===== src/rtl/uart_prog_pkg.sv =====
// Shared types and constants for the UART programmer sequencer.
package uart_prog_pkg;

    typedef enum logic [2:0] {
        IDLE,
        ADDR,
        LEN,
        DATA,
        DONE,
        ERROR
    } state_t;

    localparam logic [7:0] ACK_BYTE      = 8'h5A;
    localparam logic [7:0] NAK_BYTE      = 8'hEE;
    localparam logic [1:0] AXI_RESP_OKAY = 2'b00;

endpackage


===== src/rtl/uart_prog_ctrl_axil_single_write.sv =====
// Single-outstanding AXI4-Lite write engine: launches AW and W together,
// lets each drop after its own handshake, then waits for B.
module axil_single_write
    import uart_prog_pkg::*;
#(
    parameter int ADDR_WIDTH = 32,
    parameter int DATA_WIDTH = 32
) (
    input  logic                  clk_i,
    input  logic                  rst_i,
    input  logic                  start_i,
    input  logic [ADDR_WIDTH-1:0] addr_i,
    input  logic [DATA_WIDTH-1:0] data_i,
    output logic                  busy_o,
    output logic                  done_o,
    output logic                  err_o,
    output logic [ADDR_WIDTH-1:0] m_axil_awaddr_o,
    output logic [2:0]            m_axil_awprot_o,
    output logic                  m_axil_awvalid_o,
    input  logic                  m_axil_awready_i,
    output logic [DATA_WIDTH-1:0] m_axil_wdata_o,
    output logic [3:0]            m_axil_wstrb_o,
    output logic                  m_axil_wvalid_o,
    input  logic                  m_axil_wready_i,
    input  logic [1:0]            m_axil_bresp_i,
    input  logic                  m_axil_bvalid_i,
    output logic                  m_axil_bready_o
);

    logic                  r_busy;
    logic                  r_awvalid;
    logic                  r_wvalid;
    logic [ADDR_WIDTH-1:0] r_awaddr;
    logic [DATA_WIDTH-1:0] r_wdata;

    logic                  w_bready;
    logic                  w_retire;

    // B is only accepted once both address and data have been handed over.
    assign w_bready = r_busy & ~r_awvalid & ~r_wvalid;
    assign w_retire = w_bready & m_axil_bvalid_i;

    // Write channel sequencing; a new start may overlap the retiring cycle.
    always_ff @(posedge clk_i) begin
        if (rst_i) begin
            r_busy    <= 1'b0;
            r_awvalid <= 1'b0;
            r_wvalid  <= 1'b0;
            r_awaddr  <= '0;
            r_wdata   <= '0;
        end else begin
            if (r_awvalid && m_axil_awready_i) r_awvalid <= 1'b0;
            if (r_wvalid && m_axil_wready_i)   r_wvalid  <= 1'b0;
            if (w_retire)                      r_busy    <= 1'b0;
            if (start_i && (!r_busy || w_retire)) begin
                r_busy    <= 1'b1;
                r_awvalid <= 1'b1;
                r_wvalid  <= 1'b1;
                r_awaddr  <= addr_i;
                r_wdata   <= data_i;
            end
        end
    end

    assign busy_o           = r_busy;
    assign done_o           = w_retire;
    assign err_o            = w_retire & (m_axil_bresp_i != AXI_RESP_OKAY);
    assign m_axil_awaddr_o  = r_awaddr;
    assign m_axil_awprot_o  = 3'b000;
    assign m_axil_awvalid_o = r_awvalid;
    assign m_axil_wdata_o   = r_wdata;
    assign m_axil_wstrb_o   = 4'hF;
    assign m_axil_wvalid_o  = r_wvalid;
    assign m_axil_bready_o  = w_bready;

endmodule


===== src/rtl/uart_prog_ctrl.sv =====
// UART programmer sequencer: parses sync/base/count/payload frames from the
// receiver, writes each payload word over AXI4-Lite and holds the core in
// reset until a load completes.
//
// state | meaning
// IDLE  | waiting for the sync byte, other bytes dropped
// ADDR  | collecting 4-byte little-endian base address
// LEN   | collecting 4-byte little-endian word count
// DATA  | collecting payload words, one AXI write per word
// DONE  | presenting ACK byte, core released on handshake
// ERROR | presenting NAK byte, core stays in reset
module uart_prog_ctrl
    import uart_prog_pkg::*;
#(
    parameter int          ADDR_WIDTH     = 32,
    parameter int          DATA_WIDTH     = 32,
    parameter int          TIMEOUT_CYCLES = 5_000_000,
    parameter logic [7:0]  SYNC_BYTE      = 8'hA5
) (
    input  logic                  clk_i,
    input  logic                  rst_i,
    input  logic                  rx_valid_i,
    input  logic [7:0]            rx_data_i,
    output logic                  tx_valid_o,
    output logic [7:0]            tx_data_o,
    input  logic                  tx_ready_i,
    output logic [ADDR_WIDTH-1:0] m_axil_awaddr_o,
    output logic [2:0]            m_axil_awprot_o,
    output logic                  m_axil_awvalid_o,
    input  logic                  m_axil_awready_i,
    output logic [DATA_WIDTH-1:0] m_axil_wdata_o,
    output logic [3:0]            m_axil_wstrb_o,
    output logic                  m_axil_wvalid_o,
    input  logic                  m_axil_wready_i,
    input  logic [1:0]            m_axil_bresp_i,
    input  logic                  m_axil_bvalid_i,
    output logic                  m_axil_bready_o,
    output logic                  core_rst_o,
    output logic                  busy_o,
    output logic                  error_o
);

    localparam int                TMO_W    = $clog2(TIMEOUT_CYCLES + 1);
    localparam logic [TMO_W-1:0]  TMO_LOAD = TMO_W'(TIMEOUT_CYCLES - 1);

    state_t                r_state;
    logic [1:0]            r_byte_cnt;
    logic [31:0]           r_word;
    logic [ADDR_WIDTH-1:0] r_base;
    logic [31:0]           r_count;
    logic [31:0]           r_idx;
    logic [TMO_W-1:0]      r_tmo;
    logic                  r_tx_valid;
    logic [7:0]            r_tx_data;
    logic                  r_core_rst;
    logic                  r_error;

    logic [31:0]           w_word_next;
    logic                  w_field_last;
    logic                  w_payload_open;
    logic                  w_word_done;
    logic                  w_overrun;
    logic                  w_tmo_run;
    logic                  w_tmo_expired;
    logic                  w_go_err;
    logic                  w_go_done;
    logic                  w_wr_start;
    logic [ADDR_WIDTH-1:0] w_wr_addr;
    logic                  w_wr_busy;
    logic                  w_wr_done;
    logic                  w_wr_err;

    assign w_word_next    = {rx_data_i, r_word[31:8]};
    assign w_field_last   = rx_valid_i && (r_byte_cnt == 2'd3);
    assign w_payload_open = (r_idx != r_count);
    assign w_word_done    = (r_state == DATA) && w_field_last && w_payload_open;
    assign w_overrun      = w_word_done && w_wr_busy && !w_wr_done;
    // Once every payload byte is in, only B is awaited; the timer pauses.
    assign w_tmo_run      = (r_state == ADDR) || (r_state == LEN) ||
                            ((r_state == DATA) && w_payload_open);
    assign w_tmo_expired  = w_tmo_run && !rx_valid_i && (r_tmo == '0);
    assign w_wr_addr      = r_base + ADDR_WIDTH'(r_idx << 2);
    assign w_wr_start     = w_word_done && !w_go_err;

    // Terminal conditions that end a frame, evaluated each cycle.
    always_comb begin
        w_go_err  = 1'b0;
        w_go_done = 1'b0;
        if ((r_state == ADDR) && w_field_last && (w_word_next[1:0] != 2'b00))
            w_go_err = 1'b1;
        if (w_tmo_expired || w_overrun)
            w_go_err = 1'b1;
        if ((r_state == DATA) && w_wr_done && w_wr_err)
            w_go_err = 1'b1;
        if ((r_state == LEN) && w_field_last && (w_word_next == 32'd0))
            w_go_done = 1'b1;
        if ((r_state == DATA) && w_wr_done && !w_wr_err && !w_payload_open)
            w_go_done = 1'b1;
    end

    // Frame FSM with byte assembly, timeout down-counter and registered outputs.
    always_ff @(posedge clk_i) begin
        if (rst_i) begin
            r_state    <= IDLE;
            r_byte_cnt <= 2'd0;
            r_word     <= 32'd0;
            r_base     <= '0;
            r_count    <= 32'd0;
            r_idx      <= 32'd0;
            r_tmo      <= TMO_LOAD;
            r_tx_valid <= 1'b0;
            r_tx_data  <= 8'h00;
            r_core_rst <= 1'b1;
            r_error    <= 1'b0;
        end else begin
            if (w_tmo_run) begin
                if (rx_valid_i)
                    r_tmo <= TMO_LOAD;
                else if (r_tmo != '0)
                    r_tmo <= r_tmo - TMO_W'(1);
            end

            case (r_state)
                IDLE: begin
                    if (rx_valid_i && (rx_data_i == SYNC_BYTE)) begin
                        r_state    <= ADDR;
                        r_core_rst <= 1'b1;
                        r_error    <= 1'b0;
                        r_byte_cnt <= 2'd0;
                        r_tmo      <= TMO_LOAD;
                    end
                end
                ADDR: begin
                    if (rx_valid_i) begin
                        r_word     <= w_word_next;
                        r_byte_cnt <= r_byte_cnt + 2'd1;
                        if (r_byte_cnt == 2'd3) begin
                            r_base  <= ADDR_WIDTH'(w_word_next);
                            r_state <= LEN;
                        end
                    end
                end
                LEN: begin
                    if (rx_valid_i) begin
                        r_word     <= w_word_next;
                        r_byte_cnt <= r_byte_cnt + 2'd1;
                        if (r_byte_cnt == 2'd3) begin
                            r_count <= w_word_next;
                            r_idx   <= 32'd0;
                            r_state <= DATA;
                        end
                    end
                end
                DATA: begin
                    if (rx_valid_i && w_payload_open) begin
                        r_word     <= w_word_next;
                        r_byte_cnt <= r_byte_cnt + 2'd1;
                        if (r_byte_cnt == 2'd3)
                            r_idx <= r_idx + 32'd1;
                    end
                end
                DONE: begin
                    if (r_tx_valid && tx_ready_i) begin
                        r_tx_valid <= 1'b0;
                        r_core_rst <= 1'b0;
                        r_state    <= IDLE;
                    end
                end
                ERROR: begin
                    if (r_tx_valid && tx_ready_i) begin
                        r_tx_valid <= 1'b0;
                        r_state    <= IDLE;
                    end
                end
                default: r_state <= IDLE;
            endcase

            // Terminal transitions override the per-state updates above.
            if (w_go_err) begin
                r_state    <= ERROR;
                r_tx_valid <= 1'b1;
                r_tx_data  <= NAK_BYTE;
                r_error    <= 1'b1;
            end else if (w_go_done) begin
                r_state    <= DONE;
                r_tx_valid <= 1'b1;
                r_tx_data  <= ACK_BYTE;
            end
        end
    end

    axil_single_write #(
        .ADDR_WIDTH (ADDR_WIDTH),
        .DATA_WIDTH (DATA_WIDTH)
    ) u_wr (
        .clk_i            (clk_i),
        .rst_i            (rst_i),
        .start_i          (w_wr_start),
        .addr_i           (w_wr_addr),
        .data_i           (DATA_WIDTH'(w_word_next)),
        .busy_o           (w_wr_busy),
        .done_o           (w_wr_done),
        .err_o            (w_wr_err),
        .m_axil_awaddr_o  (m_axil_awaddr_o),
        .m_axil_awprot_o  (m_axil_awprot_o),
        .m_axil_awvalid_o (m_axil_awvalid_o),
        .m_axil_awready_i (m_axil_awready_i),
        .m_axil_wdata_o   (m_axil_wdata_o),
        .m_axil_wstrb_o   (m_axil_wstrb_o),
        .m_axil_wvalid_o  (m_axil_wvalid_o),
        .m_axil_wready_i  (m_axil_wready_i),
        .m_axil_bresp_i   (m_axil_bresp_i),
        .m_axil_bvalid_i  (m_axil_bvalid_i),
        .m_axil_bready_o  (m_axil_bready_o)
    );

    assign tx_valid_o = r_tx_valid;
    assign tx_data_o  = r_tx_data;
    assign core_rst_o = r_core_rst;
    assign error_o    = r_error;
    assign busy_o     = (r_state == ADDR) || (r_state == LEN) ||
                        (r_state == DATA) || w_wr_busy;

endmodule

===== config.mk =====
export PLATFORM = sky130hd
export DESIGN_NAME = uart_prog_ctrl
export DESIGN_NICKNAME = d
export VERILOG_FILES = /design/src/rtl/uart_prog_pkg.sv /design/src/rtl/uart_prog_ctrl_axil_single_write.sv /design/src/rtl/uart_prog_ctrl.sv
export SDC_FILE = /design/constraint.sdc
export NUM_CORES = 1
export LEC_CHECK = 0
export ABC_AREA = 1
export BUFFER_PORTS_ARGS = -buffer_cell sky130_fd_sc_hd__buf_2
export CORE_UTILIZATION = 30
export DETAILED_ROUTE_END_ITERATION = 6
export PLACE_DENSITY = 0.53
export SLEW_MARGIN = 20
export SYNTH_ARGS = -nofsm -noshare
export SYNTH_HDL_FRONTEND = slang
export SYNTH_SLANG_ARGS = --single-unit

===== constraint.sdc =====
create_clock -name clk_i -period 5.5 [get_ports clk_i]
set_input_delay 0.275 -clock clk_i [delete_from_list [all_inputs] [get_ports clk_i]]
set_output_delay 0.275 -clock clk_i [all_outputs]
set_load 0.02 [all_outputs]

* After elaboration in Yosys (flattened, before gate mapping)
Index checks and enable logic that the tools add are counted.
Storage, ports and cells: bits of input ports 17, output and inout port bits 86, word-level logic and storage cells 169, register bits 233
Operators by class: reduce and logical (&&, ||, !) cells 67, mux-type cells 48, eq/ne operators 25, bitwise logic cells 7, add/subtract/negate cells 4
Operator list (number):
- $mux W32 | 6
- $pmux W32 S2 | 2
- $mux W23 | 5
- $add A32 B1 Y32 const B | 1
- $add A32 B32 Y32 | 1
- $logic_not A32 Y1 | 1
- $ne A32 B32 Y1 | 1
- $mux W3 | 8
- $logic_and A1 B1 Y1 | 23
- $logic_not A23 Y1 | 1
- $reduce_bool A23 Y1 | 1
- $sub A23 B1 Y23 const B | 1
- $reduce_bool A2 Y1 | 11
- $ne A4 B4 Y1 const B | 5
- $mux W1 | 19
- $mux W8 | 2
- $ne A2 B2 Y1 const B | 8
- $pmux W3 S5 | 1
- $reduce_and A7 Y1 | 2
- $reduce_and A3 Y1 | 4
- $reduce_bool A3 Y1 | 3
- $eq A8 B8 Y1 const B | 1
- $eq A3 B2 Y1 const B | 2
- $eq A3 B3 Y1 const B | 2
- 19 further kinds | 40

* Longest topological paths before layout
depth in word-level cells 13, mapped depth 16, mapped depth without buffers 16

* Hierarchy
From an unflattened synthesis, not the netlist that was laid out.
Second synthesis, totals: cell total of the unflattened synthesis 1834, area total of the unflattened synthesis 12141.6 um^2
Modules (own cells, without submodules):
- uart_prog_ctrl | sequential area each 3083.0 um^2, instances 1, cells each 1388, area each 9173.8 um^2
- axil_single_write | sequential area each 1341.3 um^2, instances 1, cells each 446, area each 2967.8 um^2

* Worst setup path before layout
No wires, ideal clock.
kind flip-flop to flip-flop, from register r_idx[0], to register u_wr.r_awaddr[26] (netlist: u_wr.m_axil_awaddr_o[26]), setup slack 3.339 ns, required time 5.436 ns, stages on the path, launching flop included 16, buffers on the path 0, data arrival time 2.097 ns, period minus slack after synthesis 2.161 ns, library setup time 0.064 ns, path through dfxtp_1 -> ha_1 -> inv_1 -> fa_1 -> inv_1 -> nand3_1 -> nand2_1 -> inv_1 -> o21bai_1 -> nand2_1 -> nand2_1 -> nand2_1 -> nand2_1 -> xor2_1 -> nor2_1 -> nor2_1
Between the ends: word-level cells in the longest chain between the ends 11, elaborated cells on any way between the ends 15, classes of those cells add/sub (1); eq/ne (1); mux (2); reduce/logical (11)
Ends and longest elaborated chain:
- start, declared | line uart_prog_ctrl.sv:51 | logic [31:0] r_idx;
- start signal, assigned | line uart_prog_ctrl.sv:159 | r_idx <= r_idx + 32'd1;
- $ne A32 B32 Y1 | line uart_prog_ctrl.sv:75 | assign w_payload_open = (r_idx != r_count);
- $logic_and A1 B1 Y1 | line uart_prog_ctrl.sv:80 | ((r_state == DATA) && w_payload_open);
- $logic_or A1 B1 Y1 | line uart_prog_ctrl.sv:79 | assign w_tmo_run = (r_state == ADDR) || (r_state == LEN) ||
- $logic_and A1 B1 Y1 (2 in a row) | line uart_prog_ctrl.sv:81 | assign w_tmo_expired = w_tmo_run && !rx_valid_i && (r_tmo == '0);
- $logic_or A1 B1 Y1 | line uart_prog_ctrl.sv:91 | if (w_tmo_expired || w_overrun)
- $mux W1 | line uart_prog_ctrl.sv:91
- $mux W1 | line uart_prog_ctrl.sv:93 | if ((r_state == DATA) && w_wr_done && w_wr_err)
- $logic_not A1 Y1 | line uart_prog_ctrl.sv:83 | assign w_wr_start = w_word_done && !w_go_err;
- $logic_and A1 B1 Y1 | line uart_prog_ctrl.sv:83
- $logic_and A1 B1 Y1 | line uart_prog_ctrl_axil_single_write.sv:55 | if (start_i && (!r_busy || w_retire)) begin
- end signal, assigned | line uart_prog_ctrl_axil_single_write.sv:59 | r_awaddr <= addr_i;
- end, declared | line uart_prog_ctrl_axil_single_write.sv:33 | logic [ADDR_WIDTH-1:0] r_awaddr;
Parallel ways exist; a longest one is shown, timed or not. A chain may end at the register's enable or synchronous reset.

* Worst setup path in the final report
from register r_byte_cnt[0], to register r_idx[5]
Between the ends: word-level cells in the longest chain between the ends 3, elaborated cells on any way between the ends 4, classes of those cells eq/ne (3); reduce/logical (1)
Ends and longest elaborated chain:
- start, declared | line uart_prog_ctrl.sv:47 | logic [1:0] r_byte_cnt;
- start signal, assigned | line uart_prog_ctrl.sv:136 | r_byte_cnt <= r_byte_cnt + 2'd1;
- start signal, assigned | line uart_prog_ctrl.sv:146 | r_byte_cnt <= r_byte_cnt + 2'd1;
- start signal, assigned | line uart_prog_ctrl.sv:157 | r_byte_cnt <= r_byte_cnt + 2'd1;
- $eq A2 B2 Y1 * | line uart_prog_ctrl.sv:147, uart_prog_ctrl.sv:158
- $ne A2 B2 Y1 (no source line)
- $reduce_and A5 Y1 (no source line) *
Mark *: on every way between the ends. The rest lies on a longest branch, timed or not.

==> results.md <==
- After the last flow step, the layout net total stands at 2027.
- The pre-antenna-repair detailed-routing pass consisted of 6 iterations.
- The leakage power figure is 6.46 nW.
- The number of antenna violations at the first check in global routing is 0.
- Power spread over the standard cell area amounts to 266 nW/µm².
- In the global route stage, met1 resource usage came out at 26.7%.
- The number of nets still failing antenna checks after routing is 0.
- Summed over all nets, the switching power comes to 994 µW.
- The unique cell type count in the Yosys netlist is 39.
- In this run the count of I/O pins placed on the die edge is 103.
- The post-layout minimum cycle time is 3.81 ns.
- The worst pin sits at a relative slew slack of 26.4%.
- The combinational share of power is 8.2%.
- Traced cell by cell, the critical path runs through ha_1, nand2_1, nor2_4, buf_4, clkinv_1, nand2_2, nand2_1, o21bai_1, nand2_1, and2_1.
- The growth of design area from synthesis to finish is 13.8%.
- The cell area after placement is 13200 µm².
- After synthesis the netlist holds a flip-flop and latch count of 221.
- The number of placed instances, taps included, is 2479.
- Counting the buffers created by CTS gives 26.
- The first global-routing pass estimated 63.5 mm of wire.
- TritonCTS built the clock tree.
- The layout cell share with drive strength beyond 1 is 8.42%.
- Timing analysis after detailed placement gives a worst setup slack of 1.70 ns.
- The maximum net fanout on the critical path is 60.
- The number of vias per cell after detailed routing is 4.81.
- Max-cap violations in this run came to 0.
- The standard cell core area is 40800 µm².
- The launching element type of the critical path is a flip-flop.
- The kind of cell adding the most delay to the critical path is simple AND/OR/NAND/NOR gates.
- The net switching share of the total power is 26.4%.
- The part of the power in registers is 45.0%.
- The final estimated routing congestion in global placement is 0.959.
- Internal power comes to 2.76 mW.
- The clock reaches the later pin of the worst-skew pair after 0.55 ns.
- After legalization and detailed placement, the total HPWL measured 30.7 mm.
- The final worst-path setup slack is 1.69 ns.
- The Yosys step of the flow raised 0 warnings.
- The max-slew violation total from the final report is 0.
- The number of global-route vias before repair came to 11300.
- The design area is 14100 µm².
- Final hold analysis gives a worst-case slack of 0.0635 ns.
- The library cells used most frequently in the layout, excluding fill and tap cells, are sky130_fd_sc_hd__nand2_1, sky130_fd_sc_hd__nor2_1, sky130_fd_sc_hd__inv_1, sky130_fd_sc_hd__dfxtp_1, sky130_fd_sc_hd__a21oi_1.
- At the worst endpoint, the required time is 5.94 ns.
- After the flow finishes, the layout carries non-filler instances totaling 2528.
- The clock sink count is 221.
- The global-route usage over all layers is 19.4%.
- The fraction of the cycle the final worst path needs is 69.2%.
- The flow ran to the end, and the final reports show no timing, DRC or antenna violations.
- The clock share of power is 46.8%.
- A synthesized cell averages 6.45 µm².
- The clock-pin slew on the worst setup and hold paths is 0.06 ns.
- The height of the die is 205 µm.
- The post-detailed-route wirelength per cell is 16.3 µm.
- The cell at the root of the clock tree is sky130_fd_sc_hd__clkbuf_16.
- For this run, the share of the core covered by cells in the final layout is 34.6%.
- The arrival time at the worst endpoint is 4.25 ns.
- The cell row count is 74.
- After layout, the design draws a total of 3.76 mW.
- After routing, the total negative slack on setup checks comes to 0 ns.
- The standard cell with the maximum stage delay on the critical path is sky130_fd_sc_hd__nand2_1.
- Among the stages of the critical path, the cell type that occurs most often is sky130_fd_sc_hd__nand2_1.
- VDD sags by at most 0.000220 V.
- Summed over all layers, the global routing overflow is 0.
- The class of the worst hold path is in -> reg.
- The endpoint type of the worst setup path is a flip-flop.
- Based on the critical path, the design can be clocked at up to 0.263 GHz.
- The die width is 205 µm.
- Setup repair after global routing left no endpoint under its margin.
- The antenna cell count is 0.
- The total vias in the final route is 12200.
- The busiest layer in global routing is met2.
- Clock skew on the completed layout was measured at 0.0120 ns.
- The largest single stage delay on the critical path is 0.70 ns.
- The number of buffer and inverter instances along the worst setup path is 2.
- The number of H-tree levels is 1.
- The starting density of the core is 30.4%.
- The fraction of met2 tracks used by global routing is 31.7%.
- The total die area is 42200 µm².
- After detailed routing, the number of remaining DRC violations is 0.
- The number of design-rule violations left by the first detailed-router iteration is 925.
- The final hold violation count is 0.
- The synthesized cell area is 12400 µm².
- In the global route stage, met3 resource usage came out at 2.49%.
- The setup-violating endpoint count in the final report is 0.
- The pin count of the biggest net entering global routing is 103.
- The type of the setup path with the least slack is reg -> reg.
- Wires add up to 41.1 mm.
- The count of buffers added on input and output ports is 94.
- The deepest clock path buffer count is 3.
- The slew at the pin closest to its max-slew limit is 1.10 ns.
- Sequential cells were found to cover 35.7% of the synthesized design area.
- The library cell used most frequently in the layout, excluding fill and tap cells, is sky130_fd_sc_hd__nand2_1.
- In the synthesized netlist, the number of instances is 1922.
## worst reg2reg max path, stage by stage, from the launching register on
cell	delay [ns]
sky130_fd_sc_hd__dfxtp_1	0.36
sky130_fd_sc_hd__ha_1	0.19
sky130_fd_sc_hd__nand2_1	0.22
sky130_fd_sc_hd__nor2_4	0.16
sky130_fd_sc_hd__buf_4	0.45
sky130_fd_sc_hd__clkinv_1	0.43
sky130_fd_sc_hd__nand2_2	0.56
sky130_fd_sc_hd__nand2_1	0.70
sky130_fd_sc_hd__o21bai_1	0.41
sky130_fd_sc_hd__nand2_1	0.09
sky130_fd_sc_hd__and2_1	0.14
## registers in the layout, summed over array words and instances, names as in the netlist, 23 cells and up
name / cells
r_idx: 32
r_base: 32
r_count: 32
r_word: 24
u_wr.m_axil_awaddr_o: 32
r_tmo: 23
u_wr.m_axil_wdata_o: 32
## final cells by class
type                    instances  area [µm²]
clock inverters                11         114
well taps                     532         666
flip-flops and latches        221        4420
repair buffers                104         551
clock buffers                  36         749
fillers                      4467       26700
multi-input cells            1363        6630
inverters                     261         982
## layer usage
metal	wire length, µm	part of all wire (%)
met1	19400	47
met2	18500	45
met3	2210	5.4
met5	0	0
met4	1000	2.4
## final timing paths
kind,start,endpoint,slack [ns],cells past startpoint
setup / recovery,r_byte_cnt[0],r_idx[5],1.69,10
hold / removal,rx_data_i[0],u_wr.m_axil_wdata_o[24],0.06,3
setup reg to reg,r_byte_cnt[0],r_idx[5],1.69,10
hold reg to reg,error_o,error_o,0.46,2
## power groups by stage
| stage | logic (mW) | registers, mW | clock network [mW] |
|---|---|---|---|
| floorplan | 0.206 | 1.71 | 0 |
| global placement | 0.300 | 1.73 | 0 |
| detailed placement | 0.302 | 1.72 | 0 |
| CTS | 0.304 | 1.69 | 1.79 |
| global route | 0.341 | 1.70 | 1.86 |
| finish | 0.307 | 1.69 | 1.76 |
## cells in the mapped netlist, drive strengths merged
library cell	n	area, µm²
nand4	59	369
xor2	30	263
o21ai	122	611
clkinv	3	11.3
nand3	83	440
nor4	20	125
or2	2	12.5
a21o	3	22.5
a21oi	153	766
nor3b	4	30.0
nand3b	14	105
o21bai	8	60.1
nor3	36	185
and2	1	6.26
buf	44	259
ha	32	400
o21a	3	22.5
clkbuf	39	146
o211ai	1	7.51
or3b	1	8.76
inv	258	968
conb	2	7.51
dfxtp	221	4420
o2111ai	1	8.76
nand2	477	1800
nor2	269	1020
a31oi	1	6.26
xnor2	33	289
fa	1	20.0
a21boi	1	7.51
## logic make-up after synthesis
kind of cell	Yosys count	share of synthesized area [%]
and+or+nand+nor	966	33.1
buffers and inverters	344	11.2
AOI/OAI and AO/OA	293	12.2
DFF	221	35.7
xor gates and xnor gates	63	4.45
adders and majority gates	33	3.39
other	2	0.0606
## what timing repair did
action,CTS,global route
endpoints found under the hold margin,2,0
hold buffers,2,0
buffers inserted,0,0
resized for setup,0,0
No activity file was read; power rests on OpenSTA's default activity.
